==> src/rtl/alu_mc_pkg.sv <==
// alu_mc_pkg: opcode and FSM state types shared by the multi-cycle ALU.
// The opcode encoding is fixed; opcodes 12..15 are illegal.
package alu_mc_pkg;

    typedef enum logic [3:0] {
        OP_ADD  = 4'd0,
        OP_SUB  = 4'd1,
        OP_AND  = 4'd2,
        OP_OR   = 4'd3,
        OP_XOR  = 4'd4,
        OP_NOT  = 4'd5,
        OP_SHL  = 4'd6,
        OP_SHR  = 4'd7,
        OP_ROL  = 4'd8,
        OP_ROR  = 4'd9,
        OP_SLTU = 4'd10,
        OP_MUL  = 4'd11
    } opcode_t;

    // Number of defined opcodes; anything at or above this is illegal.
    localparam int unsigned OP_COUNT = 12;

    typedef enum logic [1:0] {
        S_IDLE = 2'd0,
        S_BUSY = 2'd1,
        S_DONE = 2'd2
    } state_t;

endpackage

==> src/rtl/alu_mc_mul.sv <==
// alu_mc_mul: iterative unsigned shift-add multiplier.
// A start pulse loads the operands; exactly WIDTH iterations follow, one per
// clock, and done pulses for one cycle once the full 2*WIDTH product is ready.
module alu_mc_mul #(
    parameter int unsigned WIDTH = 8
) (
    input  logic                 clk,
    input  logic                 rst_n,
    input  logic                 start,
    input  logic [WIDTH-1:0]     a,
    input  logic [WIDTH-1:0]     b,
    output logic                 done,
    output logic [2*WIDTH-1:0]   product
);

    localparam int unsigned CW = $clog2(WIDTH + 1);

    logic [WIDTH-1:0]   mcand;
    logic [2*WIDTH-1:0] acc;
    logic [CW-1:0]      count;
    logic               running;
    logic [WIDTH:0]     partial;

    // Upper half plus multiplicand when the current multiplier bit is set;
    // the extra bit keeps the carry that is shifted back into the upper half.
    always_comb begin
        partial = {1'b0, acc[2*WIDTH-1:WIDTH]};
        if (acc[0]) begin
            partial = {1'b0, acc[2*WIDTH-1:WIDTH]} + {1'b0, mcand};
        end
    end

    // Multiplier sits in the low half of acc and is consumed one bit per
    // iteration while the product grows in from the top.
    always_ff @(posedge clk or negedge rst_n) begin
        if (!rst_n) begin
            mcand   <= '0;
            acc     <= '0;
            count   <= '0;
            running <= 1'b0;
            done    <= 1'b0;
        end else begin
            done <= 1'b0;
            if (start) begin
                mcand   <= a;
                acc     <= {{WIDTH{1'b0}}, b};
                count   <= '0;
                running <= 1'b1;
            end else if (running) begin
                acc   <= {partial, acc[WIDTH-1:1]};
                count <= count + 1'b1;
                if (count == CW'(WIDTH - 1)) begin
                    running <= 1'b0;
                    done    <= 1'b1;
                end
            end
        end
    end

    assign product = acc;

endmodule

==> src/rtl/alu_mc.sv <==
// alu_mc: multi-cycle ALU with valid/ready handshakes on both sides.
// Single-cycle opcodes complete one edge after acceptance; MUL (only when
// ALU_MC_MUL_EN is defined) goes through BUSY for WIDTH iterations.
// Without ALU_MC_MUL_EN opcode 11 is illegal and result_hi is tied to 0.
module alu_mc
    import alu_mc_pkg::*;
#(
    parameter int unsigned WIDTH = 8
) (
    input  logic             clk,
    input  logic             rst_n,
    input  logic             in_valid,
    output logic             in_ready,
    input  logic [WIDTH-1:0] a,
    input  logic [WIDTH-1:0] b,
    input  logic [3:0]       sel,
    output logic             out_valid,
    input  logic             out_ready,
    output logic [WIDTH-1:0] result,
    output logic [WIDTH-1:0] result_hi,
    output logic             carry_out,
    output logic             zero,
    output logic             err
);

    state_t           state;
    opcode_t          op;
    logic [WIDTH-1:0] alu_res;
    logic             alu_carry;
    logic             alu_err;
    logic             alu_zero;
    logic [WIDTH:0]   ext;
    logic             go_busy;

    assign op       = opcode_t'(sel);
    assign in_ready = (state == S_IDLE);
    assign alu_zero = (alu_res == '0);

`ifdef ALU_MC_MUL_EN
    logic               mul_start;
    logic               mul_done;
    logic [2*WIDTH-1:0] mul_prod;

    assign go_busy   = (op == OP_MUL);
    assign mul_start = (state == S_IDLE) && in_valid && go_busy;

    alu_mc_mul #(
        .WIDTH (WIDTH)
    ) u_mul (
        .clk     (clk),
        .rst_n   (rst_n),
        .start   (mul_start),
        .a       (a),
        .b       (b),
        .done    (mul_done),
        .product (mul_prod)
    );
`else
    assign go_busy   = 1'b0;
    assign result_hi = '0;
`endif

    // Single-cycle datapath evaluated on the live operands at acceptance.
    always_comb begin
        alu_res   = '0;
        alu_carry = 1'b0;
        alu_err   = 1'b0;
        ext       = '0;
        case (op)
            OP_ADD: begin
                ext       = {1'b0, a} + {1'b0, b};
                alu_res   = ext[WIDTH-1:0];
                alu_carry = ext[WIDTH];
            end
            OP_SUB: begin
                ext       = {1'b0, a} - {1'b0, b};
                alu_res   = ext[WIDTH-1:0];
                alu_carry = ext[WIDTH];
            end
            OP_AND:  alu_res = a & b;
            OP_OR:   alu_res = a | b;
            OP_XOR:  alu_res = a ^ b;
            OP_NOT:  alu_res = ~a;
            OP_SHL: begin
                alu_res   = {a[WIDTH-2:0], 1'b0};
                alu_carry = a[WIDTH-1];
            end
            OP_SHR: begin
                alu_res   = {1'b0, a[WIDTH-1:1]};
                alu_carry = a[0];
            end
            OP_ROL: begin
                alu_res   = {a[WIDTH-2:0], a[WIDTH-1]};
                alu_carry = a[WIDTH-1];
            end
            OP_ROR: begin
                alu_res   = {a[0], a[WIDTH-1:1]};
                alu_carry = a[0];
            end
            OP_SLTU: alu_res = {{(WIDTH-1){1'b0}}, (a < b)};
            OP_MUL: begin
`ifndef ALU_MC_MUL_EN
                alu_err = 1'b1;
`endif
            end
            default: alu_err = 1'b1;
        endcase
    end

    // Control FSM with registered result outputs held until the consumer
    // handshakes; the handshake edge itself never accepts a new request.
    always_ff @(posedge clk or negedge rst_n) begin
        if (!rst_n) begin
            state     <= S_IDLE;
            out_valid <= 1'b0;
            result    <= '0;
            carry_out <= 1'b0;
            zero      <= 1'b0;
            err       <= 1'b0;
`ifdef ALU_MC_MUL_EN
            result_hi <= '0;
`endif
        end else begin
            case (state)
                S_IDLE: begin
                    if (in_valid) begin
                        if (go_busy) begin
                            state <= S_BUSY;
                        end else begin
                            state     <= S_DONE;
                            out_valid <= 1'b1;
                            result    <= alu_res;
                            carry_out <= alu_carry;
                            zero      <= alu_zero;
                            err       <= alu_err;
`ifdef ALU_MC_MUL_EN
                            result_hi <= '0;
`endif
                        end
                    end
                end
                S_BUSY: begin
`ifdef ALU_MC_MUL_EN
                    if (mul_done) begin
                        state     <= S_DONE;
                        out_valid <= 1'b1;
                        result    <= mul_prod[WIDTH-1:0];
                        result_hi <= mul_prod[2*WIDTH-1:WIDTH];
                        carry_out <= 1'b0;
                        zero      <= (mul_prod == '0);
                        err       <= 1'b0;
                    end
`else
                    state <= S_IDLE;
`endif
                end
                S_DONE: begin
                    if (out_ready) begin
                        state     <= S_IDLE;
                        out_valid <= 1'b0;
                    end
                end
                default: begin
                    state     <= S_IDLE;
                    out_valid <= 1'b0;
                end
            endcase
        end
    end

endmodule
==> config.mk <==
export PLATFORM = sky130hd
export DESIGN_NAME = alu_mc
export DESIGN_NICKNAME = d
export VERILOG_FILES = /design/src/rtl/alu_mc_pkg.sv /design/src/rtl/alu_mc_mul.sv /design/src/rtl/alu_mc.sv
export SDC_FILE = /design/constraint.sdc
export NUM_CORES = 1
export LEC_CHECK = 0
export ABC_AREA = 1
export BUFFER_PORTS_ARGS = -buffer_cell sky130_fd_sc_hd__buf_2
export CAP_MARGIN = 25
export CORE_MARGIN = 2
export CORE_UTILIZATION = 45
export DETAILED_ROUTE_END_ITERATION = 16
export PLACE_DENSITY = 0.68
export SYNTH_ARGS = -nofsm -noshare
export SYNTH_HDL_FRONTEND = slang
export SYNTH_SLANG_ARGS = --single-unit
export TNS_END_PERCENT = 30
==> constraint.sdc <==
create_clock -name clk -period 1.5 [get_ports clk]
set_input_delay 0.225 -clock clk [delete_from_list [all_inputs] [get_ports clk]]
set_output_delay 0.225 -clock clk [all_outputs]
set_load 0.1 [all_outputs]
==> impl_metrics.json, run 1 <==
{
  "cp-start-kind": "primary input",
  "r2r_start": "out_valid",
  "layout_setup_ws_ns": -0.151,
  "synth_top_area_share": 0.239,
  "hp-class": "in -> reg",
  "final_cell_mix": "131 x nand2_1, 80 x buf_4, 52 x inv_1",
  "dpl.cell_count": 534,
  "drive_gt1_frac": 0.320,
  "critPathKind": "in -> reg",
  "min_period_ns": 1.65,
  "cellPowerDensity_nw_per_um2": 745,
  "p_clk_frac": 0.148,
  "cts_setup_buffers": 0,
  "grt_use_total": 0.260,
  "io_pins": 45,
  "tritoncts": "done",
  "setup-violations-final": 5,
  "fill_cells": 423,
  "multi_input_area_um2": 1670,
  "grt_start_max_net_pins": 14,
  "core_um2": 4410,
  "port_buffers": 36,
  "p_switching_mw": 1.26,
  "antenna_left": 0,
  "cap_viol_max_count": 0,
  "die_h_um": 72.1,
  "switching_share": 0.541,
  "wl_per_cell_um": 12.8,
  "nets": 538,
  "startpoint": "a[1]",
  "dp_hpwl_um": 5500,
  "netlist_top_cells_area": "nand2_1 24%, dfrtp_1 14%, ha_1 14%",
  "rsz0062_at_grt": "yes",
  "cts_root_buffer": "clkbuf_8",
  "drt_iter0_markers": 165,
  "power_frac_seq": 0.184,
  "post-route-drc-count": 0,
  "crit_path_end_kind": "flip-flop",
  "clock_latency_ns": 0.24,
  "ff2ff_path_depth": 7,
  "cts.sinks": 12,
  "dr.pass1.iters": 4,
  "outcome": "finished with violations",
  "p_int_mw": 1.07,
  "power_mw": 2.32,
  "violations": "negative setup slack",
  "overflow": 0,
  "clockBufferDepth": 2,
  "numCtsBuffers": 3,
  "timing.rr.end": "zero",
  "period_share": 1.10,
  "final_core_util": 0.707,
  "hold-worst-slack_ns": 0.178,
  "final-seq-area_um2": 304,
  "crit_path_max_fanout": 5,
  "synth_cell_types": 24,
  "reg2reg_slack_ns": 0.37,
  "leakage_nw": 1.80,
  "p_comb_frac": 0.668,
  "ir_drop_v": 0.000547,
  "slew_violations": 0,
  "place_congestion": 0.962,
  "die_w_um": 72.1,
  "grt_pass1_vias": 2465,
  "cp-endpoint": "zero",
  "final_common_cell": "nand2_1",
  "antenna_found_initial": 0,
  "stdcell_count": 539,
  "syn_area_um2": 2090,
  "yosysSeqAreaShare": 0.144,
  "yosysWarningCount": 0,
  "rows": 24,
  "max_freq_ghz": 0.606,
  "clock_skew_ns": 0.00130,
  "routed_via_density": 5.01,
  "synth_area_leader_cell": "nand2_1",
  "initial_utilization": 0.473,
  "clk_pin_slew_ns": 0.05,
  "critPathArrivalTime_ns": 1.83,
  "area_growth_pct": 49.3,
  "synth_cells": 374,
  "final-hold-violation-count": 0,
  "worstPathRequired_ns": 1.68,
  "num_vias": 2702,
  "grt_first_pass_wirelength_um": 10800,
  "cts_max_level": 1,
  "dieArea_um2": 5200,
  "drt_wl_total_um": 6890,
  "avgSynthCellArea_um2": 5.59,
  "synth-seq-cells": 12,
  "n_antenna_cell": 0
}
==> critical path, stage by stage <==
cell and delay, ns:
buf_4 0.14, buf_4 0.14, ha_1 0.21, a21oi_1 0.24, nand2_1 0.15, nand2_1 0.11
nand3_1 0.07, nand3_1 0.09, nand3_1 0.15, nor2_1 0.15, nand3_1 0.08, nand2_1 0.07
==> worst min-delay path by stage <==
stage	start	to	cells past startpoint
6_report	out_ready	out_valid	2
5_1_grt	out_ready	out_valid	2
4_1_cts	out_ready	out_valid	2
3_5_place_dp	rst_n	result[2]	1
3_3_place_gp	rst_n	result[1]	1
2_1_floorplan	rst_n	carry_out	0
==> cell usage after synthesis <==
| cell | count |
|---|---|
| buf_2 | 2 |
| nand3_1 | 37 |
| nor2_4 | 1 |
| a31oi_1 | 1 |
| o22ai_1 | 2 |
| nor2_2 | 3 |
| dfrtp_1 | 12 |
| xnor2_1 | 1 |
| nor3_1 | 3 |
| nor2_1 | 49 |
| or2_2 | 1 |
| buf_6 | 1 |
| a21oi_1 | 10 |
| ha_1 | 24 |
| nand3b_1 | 1 |
| inv_1 | 56 |
| o21ai_0 | 15 |
| buf_4 | 10 |
| nand2_1 | 133 |
| o311ai_0 | 1 |
| nand4_1 | 7 |
| fa_1 | 2 |
| conb_1 | 1 |
| nand2_2 | 1 |
==> area by class of cell <==
type | count | area share
sequential | 12 | 0.0975
inverter | 56 | 0.0710
clock buffer | 4 | 0.0176
timing repair buffer | 115 | 0.258
multi-input combinational | 300 | 0.535
tap | 52 | 0.0209
==> timing repair <==
action | 4_1_cts | 5_1_grt
hold endpoints to repair | 12 | 0
hold buffers | 1 | 0
pin swaps | 11 | 16
gates cloned | 0 | 0
gates resized for setup | 17 | 28
setup endpoints to repair | 9 | 10
==> per-stage QoR <==
| stage | worst slack, ns | setup TNS [ns] | cell area, um2 |
|---|---|---|---|
| after floorplan | -0.262 | -2.84 | 2130 |
| after global placement | -0.405 | -2.85 | 2880 |
| after detailed placement | -0.459 | -3.26 | 2880 |
| after CTS | -0.107 | -0.142 | 3010 |
| after global routing | -0.351 | -1.32 | 3120 |
| final | -0.151 | -0.287 | 3120 |
==> cells by family after synthesis <==
logic type | after synthesis | share of synthesized area
adders and majority gates | 26 | 0.163
buffers and inverters | 69 | 0.147
xor gates and xnor gates | 1 | 0.00419
other | 1 | 0.00179
AOI/OAI and AO/OA | 29 | 0.0731
DFF | 12 | 0.144
and+or+nand+nor | 236 | 0.468
==> registers in the layout (all words and copies together), names as in the netlist <==
signal and cells:
carry_out 1, err 1, out_valid 1, result 8, zero 1
==> power groups by stage <==
| stage | Clock [mW] | Combinational (mW) | Sequential [mW] |
|---|---|---|---|
| after floorplan | 0 | 0.553 | 0.923 |
| after global placement | 0 | 1.45 | 0.431 |
| after detailed placement | 0 | 1.46 | 0.433 |
| after CTS | 0.350 | 1.49 | 0.428 |
| after global routing | 0.359 | 1.65 | 0.435 |
| final | 0.345 | 1.55 | 0.427 |
==> metal layers <==
layer  GRT usage  vias to the layer above  wire [um]
li1            -                     1376          -
met1       0.320                     1197       2910
met2       0.465                      113       3330
met3      0.0292                       16        491
met4      0.0922                        0        165
met5           0                        -          0
No activity file was read; power rests on OpenSTA's default activity.
==> run 2, diff against run 1 <==
- CORE_ASPECT_RATIO: default -> 0.75
- GPL_TIMING_DRIVEN: default -> 1
==> impl_metrics.json, run 2 (synthesis gave the netlist of run 1 again) <==
{
  "outcome": "finished with violations",
  "violations": "negative setup slack",
  "nets": 537,
  "holdPathStages": 2,
  "final_cell_mix": "131 x nand2_1, 79 x buf_4, 49 x inv_1",
  "grt_pass1_vias": 2459,
  "drt_iter0_markers": 290,
  "cts_max_level": 1,
  "setup_tns_ns": -0.151,
  "clockBufferDepth": 2,
  "io_pins": 45,
  "grt_start_max_net_pins": 17,
  "cap_viol_max_count": 0,
  "dp_hpwl_um": 5560,
  "clock_latency_ns": 0.24,
  "layout_setup_ws_ns": -0.0943,
  "min_period_ns": 1.59,
  "worstPathRequired_ns": 1.68,
  "antenna_left": 0,
  "initial_utilization": 0.468,
  "hp-class": "in -> reg",
  "dpl.cell_count": 537,
  "ff2ff_path_depth": 5,
  "dr.pass1.iters": 7,
  "overflow": 0,
  "post-place-ws_ns": -0.459,
  "n_antenna_cell": 0,
  "wl_per_cell_um": 12.7,
  "fill_cells": 401,
  "numCtsBuffers": 3,
  "drive_gt1_frac": 0.340,
  "place_area_um2": 2870,
  "grt_use_total": 0.263,
  "num_vias": 2742,
  "max_freq_ghz": 0.627,
  "cts_root_buffer": "clkbuf_8",
  "clk_pin_slew_ns": 0.05,
  "stdcell_count": 543,
  "final_common_cell": "nand2_1",
  "crit_path_max_fanout": 3,
  "cp-start-kind": "primary input",
  "period_share": 1.06,
  "top_register": "result",
  "die_h_um": 63.0,
  "grt_first_pass_wirelength_um": 10700,
  "rsz0062_at_grt": "yes",
  "leakage_nw": 1.79,
  "core_um2": 4470,
  "tritoncts": "done",
  "crit_path_end_kind": "flip-flop",
  "final-hold-violation-count": 0,
  "place_congestion": 0.949,
  "cts.sinks": 12,
  "slew_violations": 0,
  "rows": 21,
  "setup-violations-final": 5,
  "die_w_um": 82.7,
  "port_buffers": 36,
  "largest_reg_flops": 8,
  "drt_wl_total_um": 6910,
  "final_cell_area_um2": 3140,
  "clock_skew_ns": 0.00576,
  "routed_via_density": 5.05,
  "cellPowerDensity_nw_per_um2": 734,
  "ir_drop_v": 0.000658,
  "critPathArrivalTime_ns": 1.78,
  "dieArea_um2": 5210,
  "area_growth_pct": 50.4,
  "critPathKind": "in -> reg",
  "post-route-drc-count": 0,
  "antenna_found_initial": 0
}
## run 2: where the power goes
part	leakage [nW]	switching [mW]	internal (mW)	total, mW
Combinational	1.62	1.12	0.452	1.57
Sequential	0.152	0.0339	0.393	0.427
Clock	0.0228	0.119	0.187	0.306
Total	1.79	1.27	1.03	2.31
## run 2: path summary, 6_finish.rpt
| check | to | slack [ns] | startpoint |
|---|---|---|---|
| max | zero | -0.09 | b[0] |
| min | out_valid | 0.17 | out_ready |
| max reg2reg | result[0] | 0.27 | out_valid |
| min reg2reg | result[5] | 0.47 | result[5] |
| max in group asynchronous | out_valid | 0.87 | rst_n |
| min in group asynchronous | out_valid | 0.40 | rst_n |
## run 2: metrics by stage
step / util / total power [mW] / hold slack (ns)
after floorplan: - / 1.48 / -0.0706
after global placement: 0.643 / 1.88 / 0.111
after detailed placement: 0.643 / 1.90 / 0.111
after CTS: 0.679 / 2.25 / 0.170
after global routing: 0.703 / 2.44 / 0.160
final: 0.703 / 2.31 / 0.170
## run 2: final cells by class
class	instances	area, um2	area share
Sequential cell	12	304	0.0968
Tap cell	57	71.3	0.0227
Inverter	56	219	0.0697
Timing Repair Buffer	114	798	0.254
Clock buffer	4	45.0	0.0143
Multi-Input combinational cell	300	1700	0.542
## run 2: layer usage
metal	wire, um	GRT usage	vias to the layer above
met5	0	0	-
met4	54	0.0492	0
met3	593	0.0434	6
met2	3110	0.407	125
met1	3160	0.385	1236
li1	-	-	1375
## run 2: critical path, cell delays in order
cell and delay [ns]:
buf_4 0.13, ha_4 0.16, inv_4 0.05, fa_2 0.42
nand2_1 0.10, nand2_1 0.07, nor2_2 0.10, nand3_2 0.12
nor2_2 0.13, nand2_1 0.05, nor2_1 0.08, nand3_1 0.07
nand2_1 0.06
## run 2: timing repair
action                                 in CTS  in global routing
resized for setup                          24                 30
setup endpoints to repair                   9                  9
endpoints found under the hold margin      12                  0
setup buffers                               1                  0
pin swaps                                   9                 16
hold buffers                                1                  0
==> run 3, diff against run 2 <==
- CAP_MARGIN: 25 -> default
- SKIP_LAST_GASP: default -> 1
- SLEW_MARGIN: default -> 20
==> impl_metrics.json, run 3 (synthesis gave the netlist of run 1 again) <==
{
  "violations": "negative setup slack",
  "antenna_found_initial": 0,
  "post-route-drc-count": 0,
  "max_stage_delay_ns": 0.42,
  "die_w_um": 82.7,
  "layout_setup_ws_ns": -0.0999,
  "n_antenna_cell": 0,
  "cellPowerDensity_nw_per_um2": 735,
  "cts_max_level": 1,
  "final_cell_area_um2": 3130,
  "final_core_util": 0.700,
  "crit_family": "simple AND/OR/NAND/NOR gates",
  "p_clk_frac": 0.133,
  "drive_gt1_frac": 0.331,
  "overflow": 0,
  "critPathArrivalTime_ns": 1.78,
  "grt_pass1_vias": 2458,
  "io_pins": 45,
  "grt_start_max_net_pins": 17,
  "antenna_left": 0,
  "p_int_mw": 1.03,
  "port_buffers": 36,
  "ir_drop_v": 0.000658,
  "die_h_um": 63.0,
  "largest_reg_flops": 8,
  "period_share": 1.07,
  "clockBufferDepth": 2,
  "num_vias": 2730,
  "crit_cells": 13,
  "wl_per_cell_um": 12.7,
  "outcome": "finished with violations",
  "routed_via_density": 5.03,
  "p_switching_mw": 1.27,
  "cpMostUsedCell": "nand2_1",
  "cp-start-kind": "primary input",
  "switching_share": 0.553,
  "ff2ff_path_depth": 5,
  "grt_use_total": 0.260,
  "cp_slowest_cell": "fa_2",
  "dp_hpwl_um": 5560,
  "drt_wl_total_um": 6870,
  "final_common_cell": "nand2_1",
  "cap_viol_max_count": 0,
  "dieArea_um2": 5210,
  "leakage_nw": 1.79,
  "clock_skew_ns": 0.00574,
  "holdPathStages": 2,
  "place_area_um2": 2870,
  "critPathKind": "in -> reg",
  "cts_root_buffer": "clkbuf_8",
  "crit_path_max_fanout": 3,
  "tritoncts": "done",
  "clk_pin_slew_ns": 0.05,
  "core_um2": 4470,
  "slew_violations": 0,
  "area_growth_pct": 49.7,
  "fill_cells": 407,
  "path_cells": "buf_4 > ha_4 > inv_4 > fa_2 > nand2_1 > nand2_1 > nor2_2 > nand3_2 > nor2_2 > nand2_1 > nor2_1 > nand3_1 > nand2_1",
  "final-hold-violation-count": 0,
  "cts.sinks": 12,
  "setup-violations-final": 6,
  "nets": 537,
  "worstPathRequired_ns": 1.68,
  "power_frac_seq": 0.186,
  "hp-class": "in -> reg",
  "p_comb_frac": 0.682,
  "clock_latency_ns": 0.24,
  "place_congestion": 0.949,
  "drt_iter0_markers": 226,
  "numCtsBuffers": 3,
  "max_freq_ghz": 0.625,
  "critPathBufInv": 2,
  "top_register": "result",
  "rows": 21,
  "grt_first_pass_wirelength_um": 10600,
  "min_period_ns": 1.60,
  "crit_path_end_kind": "flip-flop",
  "rsz0062_at_grt": "yes",
  "initial_utilization": 0.468,
  "final_cell_mix": "131 x nand2_1, 79 x buf_4, 50 x inv_1",
  "power_mw": 2.30,
  "dr.pass1.iters": 5
}
-- run 3: worst register-to-register path: cells and delay by family, from the launching register on --
family | cells | cell delay (ns)
DFF | 1 | 0.48
buffers and inverters | 2 | 0.32
and+or+nand+nor | 2 | 0.20
AOI/OAI and AO/OA | 1 | 0.15
-- run 3: power groups by stage --
stage,combinational (mW),clock (mW),sequential [mW]
6_report,1.57,0.306,0.427
3_5_place_dp,1.47,0,0.432
2_1_floorplan,0.553,0,0.923
4_1_cts,1.49,0.311,0.427
5_1_grt,1.67,0.331,0.436
3_3_place_gp,1.45,0,0.430
-- run 3: routing by layer --
| metal | track usage | share of wire | vias to the layer above |
|---|---|---|---|
| met1 | 0.378 | 0.46 | 1220 |
| met4 | 0.0492 | 0.011 | 0 |
| met5 | 0 | 0 | - |
| met3 | 0.0434 | 0.082 | 8 |
| li1 | - | - | 1376 |
| met2 | 0.407 | 0.45 | 126 |
-- run 3: path summary, 6_finish.rpt --
kind,end,from,slack [ns]
worst max-delay path,zero,b[0],-0.1
worst min-delay path,out_valid,out_ready,0.17
worst max register to register,result[0],out_valid,0.27
worst min register to register,result[5],result[5],0.47
max in group asynchronous,out_valid,rst_n,0.87
min in group asynchronous,out_valid,rst_n,0.40
-- run 3: what timing repair did --
action / CTS / global route
setup buffers: 1 / 0
hold endpoints to repair: 12 / 0
pin swaps: 9 / 14
hold buffers: 1 / 0
setup endpoints to repair: 9 / 10
gates resized for setup: 17 / 33
-- run 3: layout make-up --
class | instances | area [um2] | area share
clock buffer | 4 | 45.0 | 0.0144
inverter | 56 | 219 | 0.0700
multi-input combinational | 300 | 1690 | 0.542
sequential | 12 | 304 | 0.0972
tap | 57 | 71.3 | 0.0228
timing repair buffer | 114 | 795 | 0.254
-- run 3: per-stage QoR --
step                      hold slack (ns)  worst slack (ns)  TNS [ns]  std cells
after global placement              0.111            -0.408     -3.09        537
after floorplan                   -0.0706            -0.262     -2.84        381
after detailed placement            0.111            -0.459     -3.58        537
after CTS                           0.170            -0.112    -0.345        543
final                               0.170           -0.0999    -0.178        543
after global routing                0.160            -0.206    -0.792        543
